$ cat config.mk
export PLATFORM = sky130hd
export DESIGN_NAME = axi_lite_master_if
export DESIGN_NICKNAME = d
export VERILOG_FILES = /design/src/rtl/axi_lite_pkg.sv /design/src/rtl/axi_lite_master_if.sv
export SDC_FILE = /design/constraint.sdc
export NUM_CORES = 1
export LEC_CHECK = 0
export ABC_AREA = 1
export ABC_CLOCK_PERIOD_IN_PS = 1400
export BUFFER_PORTS_ARGS = -buffer_cell sky130_fd_sc_hd__buf_2
export CELL_PAD_IN_SITES_DETAIL_PLACEMENT = 0
export CELL_PAD_IN_SITES_GLOBAL_PLACEMENT = 1
export CORE_MARGIN = 3
export CORE_UTILIZATION = 33
export DETAILED_ROUTE_END_ITERATION = 12
export GPL_ROUTABILITY_DRIVEN = 0
export PLACE_DENSITY = 0.83
export SLEW_MARGIN = 30
export SYNTH_ARGS = -nofsm -noshare
export SYNTH_HDL_FRONTEND = slang
export SYNTH_SLANG_ARGS = --single-unit
$ cat constraint.sdc
create_clock -name clk -period 1.4 [get_ports clk]
set_clock_uncertainty 0.05 [all_clocks]
set_input_delay 0.28 -clock clk [delete_from_list [all_inputs] [get_ports clk]]
set_output_delay 0.28 -clock clk [all_outputs]
set_load 0.03 [all_outputs]
$ cat src/rtl/axi_lite_pkg.sv
// Shared definitions for the AXI4-Lite core-side master.
// Contents:
//   state_t      - FSM state encoding; the values are visible on the debug port
//   RESP_*       - AXI response codes
//   PROT_DEFAULT - default value driven on arprot/awprot
//   resp_is_err  - maps a response code to the core-side error flag
package axi_lite_pkg;

  typedef enum logic [2:0] {
    ST_IDLE    = 3'd0,
    ST_RD_ADDR = 3'd1,
    ST_RD_DATA = 3'd2,
    ST_WR_REQ  = 3'd3,
    ST_WR_RESP = 3'd4
  } state_t;

  localparam logic [1:0] RESP_OKAY   = 2'b00;
  localparam logic [1:0] RESP_EXOKAY = 2'b01;
  localparam logic [1:0] RESP_SLVERR = 2'b10;
  localparam logic [1:0] RESP_DECERR = 2'b11;

  localparam logic [2:0] PROT_DEFAULT = 3'b000;

  // Anything other than OKAY is reported to the core as an error. This
  // includes EXOKAY, because the core never issues exclusive accesses.
  function automatic logic resp_is_err(input logic [1:0] resp);
    return (resp != RESP_OKAY);
  endfunction

endpackage

$ cat src/rtl/axi_lite_master_if.sv
// Core-side AXI4-Lite master. Turns a single-outstanding load/store request
// into one AXI4-Lite read or write transaction.
// Ports:
//   clk, rstn                 - clock and asynchronous active-low reset
//   rd_enable, wr_enable      - request strobes, sampled only while idle
//   addr, wdata, wstrb        - request payload
//   rdata, done, err, busy    - core-side results and status
//   axi_ar*, axi_r*           - AXI read address and read data channels
//   axi_aw*, axi_w*, axi_b*   - AXI write address, write data and response channels
//   state                     - current FSM state, for debug
// Every output comes straight from a flop. During the done cycle the FSM
// stays in its response state, so an enable in that cycle is ignored.
module axi_lite_master_if
  import axi_lite_pkg::*;
#(
  parameter int         ADDR_W = 32,
  parameter int         DATA_W = 32,
  parameter logic [2:0] PROT   = PROT_DEFAULT
) (
  input  logic                  clk,
  input  logic                  rstn,
  input  logic                  rd_enable,
  input  logic                  wr_enable,
  input  logic [ADDR_W-1:0]     addr,
  input  logic [DATA_W-1:0]     wdata,
  input  logic [DATA_W/8-1:0]   wstrb,
  output logic [DATA_W-1:0]     rdata,
  output logic                  done,
  output logic                  err,
  output logic                  busy,
  output logic [ADDR_W-1:0]     axi_araddr,
  output logic                  axi_arvalid,
  input  logic                  axi_arready,
  output logic [2:0]            axi_arprot,
  input  logic [DATA_W-1:0]     axi_rdata,
  input  logic [1:0]            axi_rresp,
  input  logic                  axi_rvalid,
  output logic                  axi_rready,
  output logic [ADDR_W-1:0]     axi_awaddr,
  output logic                  axi_awvalid,
  input  logic                  axi_awready,
  output logic [2:0]            axi_awprot,
  output logic [DATA_W-1:0]     axi_wdata,
  output logic [DATA_W/8-1:0]   axi_wstrb,
  output logic                  axi_wvalid,
  input  logic                  axi_wready,
  input  logic [1:0]            axi_bresp,
  input  logic                  axi_bvalid,
  output logic                  axi_bready,
  output logic [2:0]            state
);

  state_t                state_r,   state_nxt_s;
  logic [ADDR_W-1:0]     araddr_r,  araddr_nxt_s;
  logic [ADDR_W-1:0]     awaddr_r,  awaddr_nxt_s;
  logic [DATA_W-1:0]     wdata_r,   wdata_nxt_s;
  logic [DATA_W/8-1:0]   wstrb_r,   wstrb_nxt_s;
  logic [DATA_W-1:0]     rdata_r,   rdata_nxt_s;
  logic                  arvalid_r, arvalid_nxt_s;
  logic                  rready_r,  rready_nxt_s;
  logic                  awvalid_r, awvalid_nxt_s;
  logic                  wvalid_r,  wvalid_nxt_s;
  logic                  bready_r,  bready_nxt_s;
  logic                  aw_done_r, aw_done_nxt_s;
  logic                  w_done_r,  w_done_nxt_s;
  logic                  done_r,    done_nxt_s;
  logic                  err_r,     err_nxt_s;
  logic                  busy_r,    busy_nxt_s;

  logic                  ar_hs_s, r_hs_s, aw_hs_s, w_hs_s, b_hs_s;
  logic                  aw_cmpl_s, w_cmpl_s;

  assign ar_hs_s   = arvalid_r & axi_arready;
  assign r_hs_s    = rready_r  & axi_rvalid;
  assign aw_hs_s   = awvalid_r & axi_awready;
  assign w_hs_s    = wvalid_r  & axi_wready;
  assign b_hs_s    = bready_r  & axi_bvalid;
  // A channel counts as complete if it finished earlier or finishes this cycle.
  assign aw_cmpl_s = aw_done_r | aw_hs_s;
  assign w_cmpl_s  = w_done_r  | w_hs_s;

  // Next-state and next-output logic; every register holds unless changed below.
  always_comb begin
    state_nxt_s   = state_r;
    araddr_nxt_s  = araddr_r;
    awaddr_nxt_s  = awaddr_r;
    wdata_nxt_s   = wdata_r;
    wstrb_nxt_s   = wstrb_r;
    rdata_nxt_s   = rdata_r;
    arvalid_nxt_s = arvalid_r;
    rready_nxt_s  = rready_r;
    awvalid_nxt_s = awvalid_r;
    wvalid_nxt_s  = wvalid_r;
    bready_nxt_s  = bready_r;
    aw_done_nxt_s = aw_done_r;
    w_done_nxt_s  = w_done_r;
    done_nxt_s    = 1'b0;
    err_nxt_s     = 1'b0;

    case (state_r)
      ST_IDLE: begin
        // A write has priority; a simultaneous read request is dropped.
        if (wr_enable) begin
          awaddr_nxt_s  = addr;
          wdata_nxt_s   = wdata;
          wstrb_nxt_s   = wstrb;
          awvalid_nxt_s = 1'b1;
          wvalid_nxt_s  = 1'b1;
          aw_done_nxt_s = 1'b0;
          w_done_nxt_s  = 1'b0;
          state_nxt_s   = ST_WR_REQ;
        end else if (rd_enable) begin
          araddr_nxt_s  = addr;
          arvalid_nxt_s = 1'b1;
          state_nxt_s   = ST_RD_ADDR;
        end else begin
          state_nxt_s   = ST_IDLE;
        end
      end

      ST_RD_ADDR: begin
        if (ar_hs_s) begin
          arvalid_nxt_s = 1'b0;
          rready_nxt_s  = 1'b1;
          state_nxt_s   = ST_RD_DATA;
        end else begin
          state_nxt_s   = ST_RD_ADDR;
        end
      end

      ST_RD_DATA: begin
        // done_r set means this is the done cycle; return to idle after it.
        if (done_r) begin
          state_nxt_s  = ST_IDLE;
        end else if (r_hs_s) begin
          rdata_nxt_s  = axi_rdata;
          rready_nxt_s = 1'b0;
          done_nxt_s   = 1'b1;
          err_nxt_s    = resp_is_err(axi_rresp);
        end else begin
          state_nxt_s  = ST_RD_DATA;
        end
      end

      ST_WR_REQ: begin
        // Each valid drops one cycle after its own handshake.
        if (aw_hs_s) begin
          awvalid_nxt_s = 1'b0;
        end else begin
          awvalid_nxt_s = awvalid_r;
        end
        if (w_hs_s) begin
          wvalid_nxt_s = 1'b0;
        end else begin
          wvalid_nxt_s = wvalid_r;
        end
        if (aw_cmpl_s && w_cmpl_s) begin
          bready_nxt_s  = 1'b1;
          aw_done_nxt_s = 1'b0;
          w_done_nxt_s  = 1'b0;
          state_nxt_s   = ST_WR_RESP;
        end else begin
          aw_done_nxt_s = aw_cmpl_s;
          w_done_nxt_s  = w_cmpl_s;
          state_nxt_s   = ST_WR_REQ;
        end
      end

      ST_WR_RESP: begin
        if (done_r) begin
          state_nxt_s  = ST_IDLE;
        end else if (b_hs_s) begin
          bready_nxt_s = 1'b0;
          done_nxt_s   = 1'b1;
          err_nxt_s    = resp_is_err(axi_bresp);
        end else begin
          state_nxt_s  = ST_WR_RESP;
        end
      end

      default: begin
        // Unreachable encodings: drop every handshake and recover to idle.
        arvalid_nxt_s = 1'b0;
        rready_nxt_s  = 1'b0;
        awvalid_nxt_s = 1'b0;
        wvalid_nxt_s  = 1'b0;
        bready_nxt_s  = 1'b0;
        aw_done_nxt_s = 1'b0;
        w_done_nxt_s  = 1'b0;
        state_nxt_s   = ST_IDLE;
      end
    endcase

    busy_nxt_s = (state_nxt_s != ST_IDLE);
  end

  // State and payload registers; reset clears every output immediately.
  always_ff @(posedge clk or negedge rstn) begin
    if (!rstn) begin
      state_r   <= ST_IDLE;
      araddr_r  <= '0;
      awaddr_r  <= '0;
      wdata_r   <= '0;
      wstrb_r   <= '0;
      rdata_r   <= '0;
      arvalid_r <= 1'b0;
      rready_r  <= 1'b0;
      awvalid_r <= 1'b0;
      wvalid_r  <= 1'b0;
      bready_r  <= 1'b0;
      aw_done_r <= 1'b0;
      w_done_r  <= 1'b0;
      done_r    <= 1'b0;
      err_r     <= 1'b0;
      busy_r    <= 1'b0;
    end else begin
      state_r   <= state_nxt_s;
      araddr_r  <= araddr_nxt_s;
      awaddr_r  <= awaddr_nxt_s;
      wdata_r   <= wdata_nxt_s;
      wstrb_r   <= wstrb_nxt_s;
      rdata_r   <= rdata_nxt_s;
      arvalid_r <= arvalid_nxt_s;
      rready_r  <= rready_nxt_s;
      awvalid_r <= awvalid_nxt_s;
      wvalid_r  <= wvalid_nxt_s;
      bready_r  <= bready_nxt_s;
      aw_done_r <= aw_done_nxt_s;
      w_done_r  <= w_done_nxt_s;
      done_r    <= done_nxt_s;
      err_r     <= err_nxt_s;
      busy_r    <= busy_nxt_s;
    end
  end

  assign rdata       = rdata_r;
  assign done        = done_r;
  assign err         = err_r;
  assign busy        = busy_r;
  assign axi_araddr  = araddr_r;
  assign axi_arvalid = arvalid_r;
  assign axi_arprot  = PROT;
  assign axi_rready  = rready_r;
  assign axi_awaddr  = awaddr_r;
  assign axi_awvalid = awvalid_r;
  assign axi_awprot  = PROT;
  assign axi_wdata   = wdata_r;
  assign axi_wstrb   = wstrb_r;
  assign axi_wvalid  = wvalid_r;
  assign axi_bready  = bready_r;
  assign state       = state_r;

endmodule
# Word level (Yosys, flattened, before mapping)
# Index checks and enable logic that the tools add are counted.
word_totals:
  register_bits: 145
  inputBits: 113
  output_inout_bits: 149
  word_cells: 103
op_classes:
  eq_ne: 15
  muxes: 41
  bitwise_logic: 13
  reduce_logical: 18
ops:
  columns: ["cell", "count"]
  rows:
  - ["$mux W1", 24]
  - ["$ne A2 B2 Y1 const B", 11]
  - ["$pmux W1 S3", 7]
  - ["$mux W3", 5]
  - ["$pmux W3 S5", 1]
  - ["$reduce_and A3 Y1", 4]
  - ["$reduce_and A4 Y1", 3]
  - ["$reduce_or A3 Y1", 4]
  - ["$eq A3 B2 Y1 const B", 2]
  - ["$not A1 Y1", 6]
  - ["$and A1 B1 Y1", 5]
  - ["$mux W2", 2]
  - ["$pmux W1 S2", 2]
  - ["$reduce_and A2 Y1", 2]
  - ["$reduce_bool A2 Y1", 2]
  - ["$eq A3 B1 Y1 const B", 1]
  - ["$eq A3 B3 Y1 const B", 1]
  - ["$logic_not A3 Y1", 1]
  - ["$reduce_bool A3 Y1", 1]
  - ["$or A1 B1 Y1", 2]
  - ["$logic_and A1 B1 Y1", 1]

# Longest topological paths before layout
# Gate-level depths: netlist (run 1).
depth:
  depth_word: 6
  depth_mapped: 8
  depth_no_buf: 8

# Worst setup path after synthesis (run 1)
# No wires, ideal clock.
synth_timing:
  path_type: "register to register"
  from: "register done_r, in the netlist done"
  to: "register rdata_r[25], in the netlist rdata[25]"
  setup_ns: 0.131
  arrival_time_ns: 1.332
  path_slack_ns: -0.113
  stages_incl_launch_ff: 8
  n_path_buf: 2
  period_less_slack_ns: 1.513
  path_cell_list: "dfrtp_1 inv_1 nand3_1 nand3b_1 buf_4 buf_4 nand2_1 o21ai_0"
synth_via:
  elab_chain_len: 2
synth_rtl:
  columns: ["item", "line_no", "text"]
  rows:
  - ["from (decl)", "axi_lite_master_if.sv:66", "logic done_r, done_nxt_s;"]
  - ["from (signal assigned)", "axi_lite_master_if.sv:230", "done_r <= done_nxt_s;"]
  - ["$not A1 Y1 (no line)", null, null]
  - ["$reduce_and A3 Y1 (no line)", null, null]
  - ["to (signal assigned)", "axi_lite_master_if.sv:222", "rdata_r <= rdata_nxt_s;"]
  - ["to (decl)", "axi_lite_master_if.sv:58", "logic [DATA_W-1:0] rdata_r, rdata_nxt_s;"]
# No other way between the ends.
# A chain may end at the register's enable or synchronous reset.

# Worst setup path after layout (run 1)
layout_timing:
  from: "register state_r[1], in the netlist state[1]"
  to: "output state[1]"
layout_lines:
  columns: ["item", "line_no", "text"]
  rows:
  - ["from (decl)", "axi_lite_master_if.sv:53", "state_t state_r, state_nxt_s;"]
  - ["from (signal assigned)", "axi_lite_master_if.sv:217", "state_r <= state_nxt_s;"]
  - ["to (decl)", "axi_lite_master_if.sv:50", "output logic [2:0] state"]
# No word-level cell between the ends.

==> results of run 1 <==
==> timing repair <==
item | CTS | global route
endpoints found under the setup margin | 20 | 131
hold buffers | 28 | 0
cloned | 0 | 4
endpoints found under the hold margin | 52 | 0
buffers inserted | 3 | 3
pin swaps | 0 | 1
resized for setup | 10 | 30
==> cells in the final DEF, fill, tap and decap left out, types with 6 or more instances in the layout <==
cell type and instances:
sky130_fd_sc_hd__o21ai_0 76, sky130_fd_sc_hd__o21ai_1 22, sky130_fd_sc_hd__buf_4 16, sky130_fd_sc_hd__inv_1 80, sky130_fd_sc_hd__nand2_1 230, sky130_fd_sc_hd__buf_2 249
sky130_fd_sc_hd__nor2_1 8, sky130_fd_sc_hd__conb_1 6, sky130_fd_sc_hd__buf_12 7, sky130_fd_sc_hd__dfrtp_1 140, sky130_fd_sc_hd__clkbuf_16 19, sky130_fd_sc_hd__nand3_1 11
sky130_fd_sc_hd__buf_6 7, sky130_fd_sc_hd__dlygate4sd3_1 28
==> flip-flops by register name, indices dropped and copies added, names as in the netlist <==
name	cells
axi_wstrb	4
axi_wdata	32
done	1
axi_arvalid	1
rdata	32
aw_done_r	1
axi_awvalid	1
axi_rready	1
err	1
busy	1
axi_araddr	32
w_done_r	1
axi_awaddr	32
axi_bready	1
axi_wvalid	1
state	3
==> through the flow <==
step	TNS (ps)	utilization [%]	hold slack (ps)
floorplan	-838	-	-65.6
global placement	0	43.8	149
detailed placement	0	43.8	154
CTS	-115	49.8	0.518
global route	-2960	50.6	22.2
finish	-83.1	50.6	23.3
==> layer usage <==
metal  GRT usage [%]  wire length, um  up-vias
met5               0                0        -
met4            5.54              259        0
met3            5.29             1220       20
met2            26.6             7570      185
met1            19.7             6860     2291
li1                -                -     2527
==> kinds of logic after synthesis <==
logic type / Yosys count
compound gates: 102
buf+inv: 116
simple gates: 263
flops: 145
other cells: 1
==> worst reg2reg max path: stages, from the launching register on <==
cell                        delay, ps
sky130_fd_sc_hd__dfrtp_2          430
sky130_fd_sc_hd__buf_4            150
sky130_fd_sc_hd__nor2_4           150
sky130_fd_sc_hd__nand3_4          150
sky130_fd_sc_hd__clkbuf_16        230
sky130_fd_sc_hd__nand2_1           70
sky130_fd_sc_hd__o21ai_0           80
==> final timing paths <==
path                                              endpoint  slack [ps]  cells past startpoint
worst max-delay path                              state[1]         -40                      2
worst min-delay path              axi_wstrb[2]$_DFFE_PN0N_          20                      3
worst max register to register   axi_araddr[0]$_DFFE_PN0P_         -10                      6
worst min register to register  axi_awaddr[18]$_DFFE_PN0N_         430                      2
max in group asynchronous            rdata[12]$_DFFE_PN0P_         500                      3
min in group asynchronous       axi_araddr[23]$_DFFE_PN0P_         280                      2
==> area by class of cell <==
cell class                 count  area (um2)
tap                          220         275
fill                        1607        8250
clock buffer                  17         425
sequential                   145        3630
clock inverter                15         233
inverter                      83         312
timing repair buffer         312        1950
multi-input combinational    372        1630
==> power by group through the flow <==
stage / registers (mW) / logic, mW / clock network [mW]
3_3_place_gp: 7.05 / 8.91 / 0
2_1_floorplan: 10.6 / 2.35 / 0
6_report: 7.03 / 9.34 / 5.01
4_1_cts: 7.02 / 9.21 / 5.15
5_1_grt: 7.24 / 10.2 / 5.32
3_5_place_dp: 7.03 / 9.04 / 0
==> run_results.csv, run 1 <==
group,metric,value,unit
power,power.switching,9.30,mW
power,sequentialPowerShare,32.9,%
global_routing,grt_max_degree,65,
yosys,synth_xor_xnor_area_share,0,%
routing,antenna_violating_nets_post_route,0,
yosys,yosys-top-cells-count,"sky130_fd_sc_hd__nand2_1, sky130_fd_sc_hd__dfrtp_1, sky130_fd_sc_hd__o21ai_0, sky130_fd_sc_hd__inv_1, sky130_fd_sc_hd__buf_2",
routing,post_drt_via_cell_ratio,4.32,
min_path,hold_path_startpoint,"wstrb[2]",
yosys,yosysMostFrequentCell,"sky130_fd_sc_hd__nand2_1",
floorplan,chipHeight,137,um
sta,final_setup_violations,4,
yosys,synthMuxAreaShare,0,%
critical_path,worst_setup_path_startpoint,"state[1]$_DFF_PN0_",
clocking,cts_tree,"yes",
floorplan,fp.dieArea,18800,um2
floorplan,floorplan.core_area,16700,um2
clocking,clock-root-buffer,"sky130_fd_sc_hd__clkbuf_16",
critical_path,worstPathCellList,"buf_6 > buf_6",
power,combinationalPowerShare,43.7,%
global_routing,initial_antenna_violation_count,0,
sta,layout_setup_ws,-44.2,ps
routing,route.final.wire_length,15.9,mm
sta,max_transition_viols_final,0,
yosys,synth_simple_gate_area_share,18.2,%
cells_and_area,finish.net_count,1044,
global_routing,grt_pass1_vias,4717,
flow_run,drv_cap,0,
global_routing,wire_length_of_the_first_global_routing_pass,23.5,mm
critical_path,timing.critical_path.slowest_cell_delay,430,ps
floorplan,chipWidth,137,um
clocking,clock_tree.buffer_depth,2,
power,power_switching_share,43.5,%
critical_path,crit_family,"flip-flops",
floorplan,floorplan.io_pins,262,
critical_path,critPathRequiredTime,1070,ps
sta,finalCriticalPeriod,1440,ps
yosys,yosysTopAreaCell,"sky130_fd_sc_hd__dfrtp_1",
critical_path,critical_path_peak_fanout,6,
power,pwr_per_cell_area,2530,nW/um2
critical_path,worst_setup_path_end_kind,"primary output",
floorplan,core.rowCount,47,
yosys,synth_top_flop_cell,"sky130_fd_sc_hd__dfrtp_1",
yosys,number_of_synthesized_flops_with_an_enable_pin,0,
critical_path,most_repeated_library_cell_on_the_critical_path,"sky130_fd_sc_hd__buf_6",
critical_path,worstSetupStartpointType,"register",
critical_path,data_arrival_time_of_the_critical_path,1110,ps
power,standby_leakage_power,4.85,nW
status,violations,"setup timing",
sta,grt_setup_unrepaired,"true",
clocking,worst_skew_pair.late_latency,410,ps
yosys,ys_types,19,
power,totalPowerFinal,21.4,mW
yosys,synth_area_leaders,"sky130_fd_sc_hd__dfrtp_1, sky130_fd_sc_hd__nand2_1, sky130_fd_sc_hd__o21ai_0",
critical_path,path_class,"register to primary output",
routing,drt_iter0_markers,179,
routing,drcViolationCount,0,
cells_and_area,fin_cells,1164,
sta,finalCritPeriodShare,103,%
clocking,cts.htree.levels,4,
yosys,netlist.area_leader.share,64.0,%
yosys,postSynthRegisterBits,145,
sta,achievable-frequency,0.692,GHz
routing,vias,5023,
place,post_dp_cell_area,7320,um2
critical_path,cp_num_buf_inv,2,
floorplan,initial_utilization,34.0,%
yosys,yosysWarningCount,0,
yosys,dominant_combinational_cell_family_by_area_after_synthesis,"simple AND/OR/NAND/NOR gates",
global_routing,grt_util_all_layers,16.1,%
min_path,min-delay-path-class,"primary input to register",
clocking,cts_made_buffers,17,
status,run_status,"finished, violations left",
sta,hold_viol,0,
power,ir_worst_vdd,1.25,mV
clocking,clk_pin_slew,60,ps
place,dpl_worst_slack,10.3,ps
yosys,synth_fa_ha_area_share,0,%
critical_path,crit_slowest_cell,"sky130_fd_sc_hd__dfrtp_2",
routing,wire_per_inst,13.7,um
cells_and_area,insertedDiodeCount,0,
clocking,tritoncts_num_sinks,145,
place,count_of_buffers_inserted_at_the_top_level_ports,255,
cells_and_area,final_area,8450,um2
yosys,synthesis.area,5670,um2
yosys,postSynthAreaPerCell,9.05,um2
place,placedCellCount,1094,
cells_and_area,final_layout_size_suffix_gt1_share,35.8,%
yosys,synthesis.instances,627,
power,power_frac_clock,23.4,%
yosys,yosysSeqAreaShare,64.0,%
yosys,postSynth.asyncResetShare,100,%
cells_and_area,flow.area_growth_from_synthesis,49.0,%
yosys,synth_compound_area_share,9.09,%
place,dp_hpwl,11.1,mm
global_routing,grt-ovfl-total,0,
power,p_int,12.1,mW
critical_path,reg2reg_from,"state[1]$_DFF_PN0_",
routing,drt_pre_antenna_iters,6,
Power figures use the tool's default switching activity.
==> run 2: changes to the inputs <==
--- a/config.mk
+++ b/config.mk
@@ -14,7 +14,7 @@
 export CORE_UTILIZATION = 33
 export DETAILED_ROUTE_END_ITERATION = 12
 export GPL_ROUTABILITY_DRIVEN = 0
-export PLACE_DENSITY = 0.83
+export PLACE_DENSITY = 0.78
 export SLEW_MARGIN = 30
 export SYNTH_ARGS = -nofsm -noshare
 export SYNTH_HDL_FRONTEND = slang
==> run 2 against run 1 <==
  * The run now ends clean
  * Cell count shrank 0.86%
  * Global-route usage down 0.11 points
  * Fmax grew 4.0%
  * Largest cell class unchanged
  * Largest power group unchanged
  * Critical path type is now register to register
==> run_results.csv, run 2 (synthesis results as in run 1) <==
group,metric,value,unit
status,run_status,"completed",
clocking,worst_skew_pair.late_latency,410,ps
min_path,hold_path_startpoint,"wdata[24]",
clocking,tritoncts_num_sinks,145,
place,dp_hpwl,10.8,mm
clocking,cts_made_buffers,17,
clocking,clock_tree.buffer_depth,2,
global_routing,grt-ovfl-total,0,
cells_and_area,finish.net_count,1032,
clocking,cts_tree,"yes",
critical_path,critical_path_peak_fanout,16,
clocking,clk_pin_slew,60,ps
power,standby_leakage_power,4.75,nW
power,ir_worst_vdd,1.08,mV
sta,final_setup_violations,0,
sta,grt_setup_unrepaired,"true",
critical_path,worst_setup_path_startpoint,"state[2]$_DFF_PN0_",
flow_run,drv_cap,0,
power,pwr_per_cell_area,2480,nW/um2
routing,vias,4898,
critical_path,data_arrival_time_of_the_critical_path,1620,ps
sta,smallest_hold_slack,22.3,ps
sta,hold_viol,0,
routing,antenna_violating_nets_post_route,0,
cells_and_area,flow.area_growth_from_synthesis,45.0,%
critical_path,critPathRequiredTime,1640,ps
routing,post_drt_via_cell_ratio,4.24,
critical_path,path_class,"register to register",
routing,drcViolationCount,0,
routing,wire_per_inst,13.3,um
routing,drt_iter0_markers,178,
critical_path,r2r_slack,10,ps
sta,achievable-frequency,0.720,GHz
place,count_of_buffers_inserted_at_the_top_level_ports,255,
sta,max_transition_viols_final,0,
critical_path,reg2reg_from,"state[2]$_DFF_PN0_",
critical_path,worstSetupStartpointType,"register",
floorplan,chipWidth,137,um
cells_and_area,layout.cells.most_common_list,"sky130_fd_sc_hd__buf_2, sky130_fd_sc_hd__nand2_1, sky130_fd_sc_hd__dfrtp_1",
clocking,cts.htree.levels,4,
critical_path,worst_setup_path_end_kind,"register",
floorplan,floorplan.core_area,16700,um2
floorplan,chipHeight,137,um
global_routing,grt_util_all_layers,16.0,%
global_routing,grt_max_degree,69,
clocking,clock-root-buffer,"sky130_fd_sc_hd__clkbuf_16",
power,totalPowerFinal,20.4,mW
global_routing,grt_pass1_vias,4716,
min_path,min-delay-path-class,"primary input to register",
routing,drt_pre_antenna_iters,4,
sta,finalCriticalPeriod,1390,ps
global_routing,initial_antenna_violation_count,2,
cells_and_area,final_layout_size_suffix_gt1_share,34.4,%
floorplan,core.rowCount,47,
sta,finalCritPeriodShare,99.2,%
floorplan,fp.dieArea,18800,um2
floorplan,initial_utilization,34.0,%
cells_and_area,fillers,1610,
global_routing,wire_length_of_the_first_global_routing_pass,23.5,mm
floorplan,floorplan.io_pins,262,
cells_and_area,layout.cells.most_common,"sky130_fd_sc_hd__buf_2",
routing,route.final.wire_length,15.4,mm
==> run 2: cell count changes in the layout (fill, tap and decap cells not counted), sizes merged <==
cell         delta
bufinv          -3
buf             -7
nand3           -1
clkinv          +2
diode           +2
dlygate4sd3     -2
clkbuf          -1
==> run 2: worst max-delay path: stages, from the launching register on <==
cell and delay (ps):
sky130_fd_sc_hd__dfrtp_2 460, sky130_fd_sc_hd__nor2_2 180, sky130_fd_sc_hd__nand3b_1 90, sky130_fd_sc_hd__buf_4 170, sky130_fd_sc_hd__clkbuf_16 180, sky130_fd_sc_hd__nand2_1 60, sky130_fd_sc_hd__o21ai_0 80
==> run 2: per-layer routing <==
| metal | part of all wire (%) | track usage [%] | vias to the layer above |
|---|---|---|---|
| li1 | - | - | 2502 |
| met1 | 43 | 20.0 | 2220 |
| met2 | 47 | 25.9 | 159 |
| met3 | 7.5 | 5.55 | 17 |
| met4 | 2.0 | 5.32 | 0 |
| met5 | 0 | 0 | - |
==> run 2: final cells by class <==
| class | instances | area, um2 | area share [%] |
|---|---|---|---|
| Inverter | 83 | 312 | 3.79 |
| Antenna cell | 2 | 5.00 | 0.0608 |
| Clock buffer | 18 | 429 | 5.22 |
| Timing Repair Buffer | 301 | 1830 | 22.2 |
| Multi-Input combinational cell | 371 | 1590 | 19.3 |
| Sequential cell | 145 | 3630 | 44.2 |
| Tap cell | 220 | 275 | 3.35 |
| Clock inverter | 14 | 158 | 1.92 |
==> run 2: final timing paths <==
path / to / depth (start not counted)
max: rdata[29]$_DFFE_PN0P_ / 6
min: axi_wdata[24]$_DFFE_PN0N_ / 3
max reg2reg: rdata[29]$_DFFE_PN0P_ / 6
min reg2reg: axi_wdata[28]$_DFFE_PN0N_ / 2
max in group asynchronous: axi_wdata[16]$_DFFE_PN0N_ / 3
min in group asynchronous: axi_araddr[12]$_DFFE_PN0P_ / 2
==> run 2: repair_timing <==
action / 4_1_cts / 5_1_grt
hold buffers: 26 / 0
hold endpoints to repair: 48 / 0
resized for setup: 6 / 5
buffers inserted: 2 / 1
endpoints found under the setup margin: 3 / 115
cloned: 0 / 3
==> run 2: metrics by stage <==
| step | setup TNS (ps) | utilization (%) | worst slack, ps | instance area (um2) | instances |
|---|---|---|---|---|---|
| after CTS | 0 | 48.7 | 7.97 | 8140 | 1148 |
| final | 0 | 49.3 | 11.9 | 8230 | 1154 |
| after global placement | 0 | 43.5 | 77.1 | 7260 | 1088 |
| after global routing | -2390 | 49.3 | -68.2 | 8230 | 1154 |
| after floorplan | -838 | - | -20.7 | 5700 | 632 |
| after detailed placement | 0 | 43.5 | 47.1 | 7260 | 1088 |
==> run 2: power breakdown <==
part	switching, mW	internal [mW]	leakage, nW	total, mW
clock network	1.81	2.65	0.277	4.46
logic	6.33	2.61	2.64	8.95
registers	0.971	6.02	1.84	6.99
total	9.12	11.3	4.75	20.4
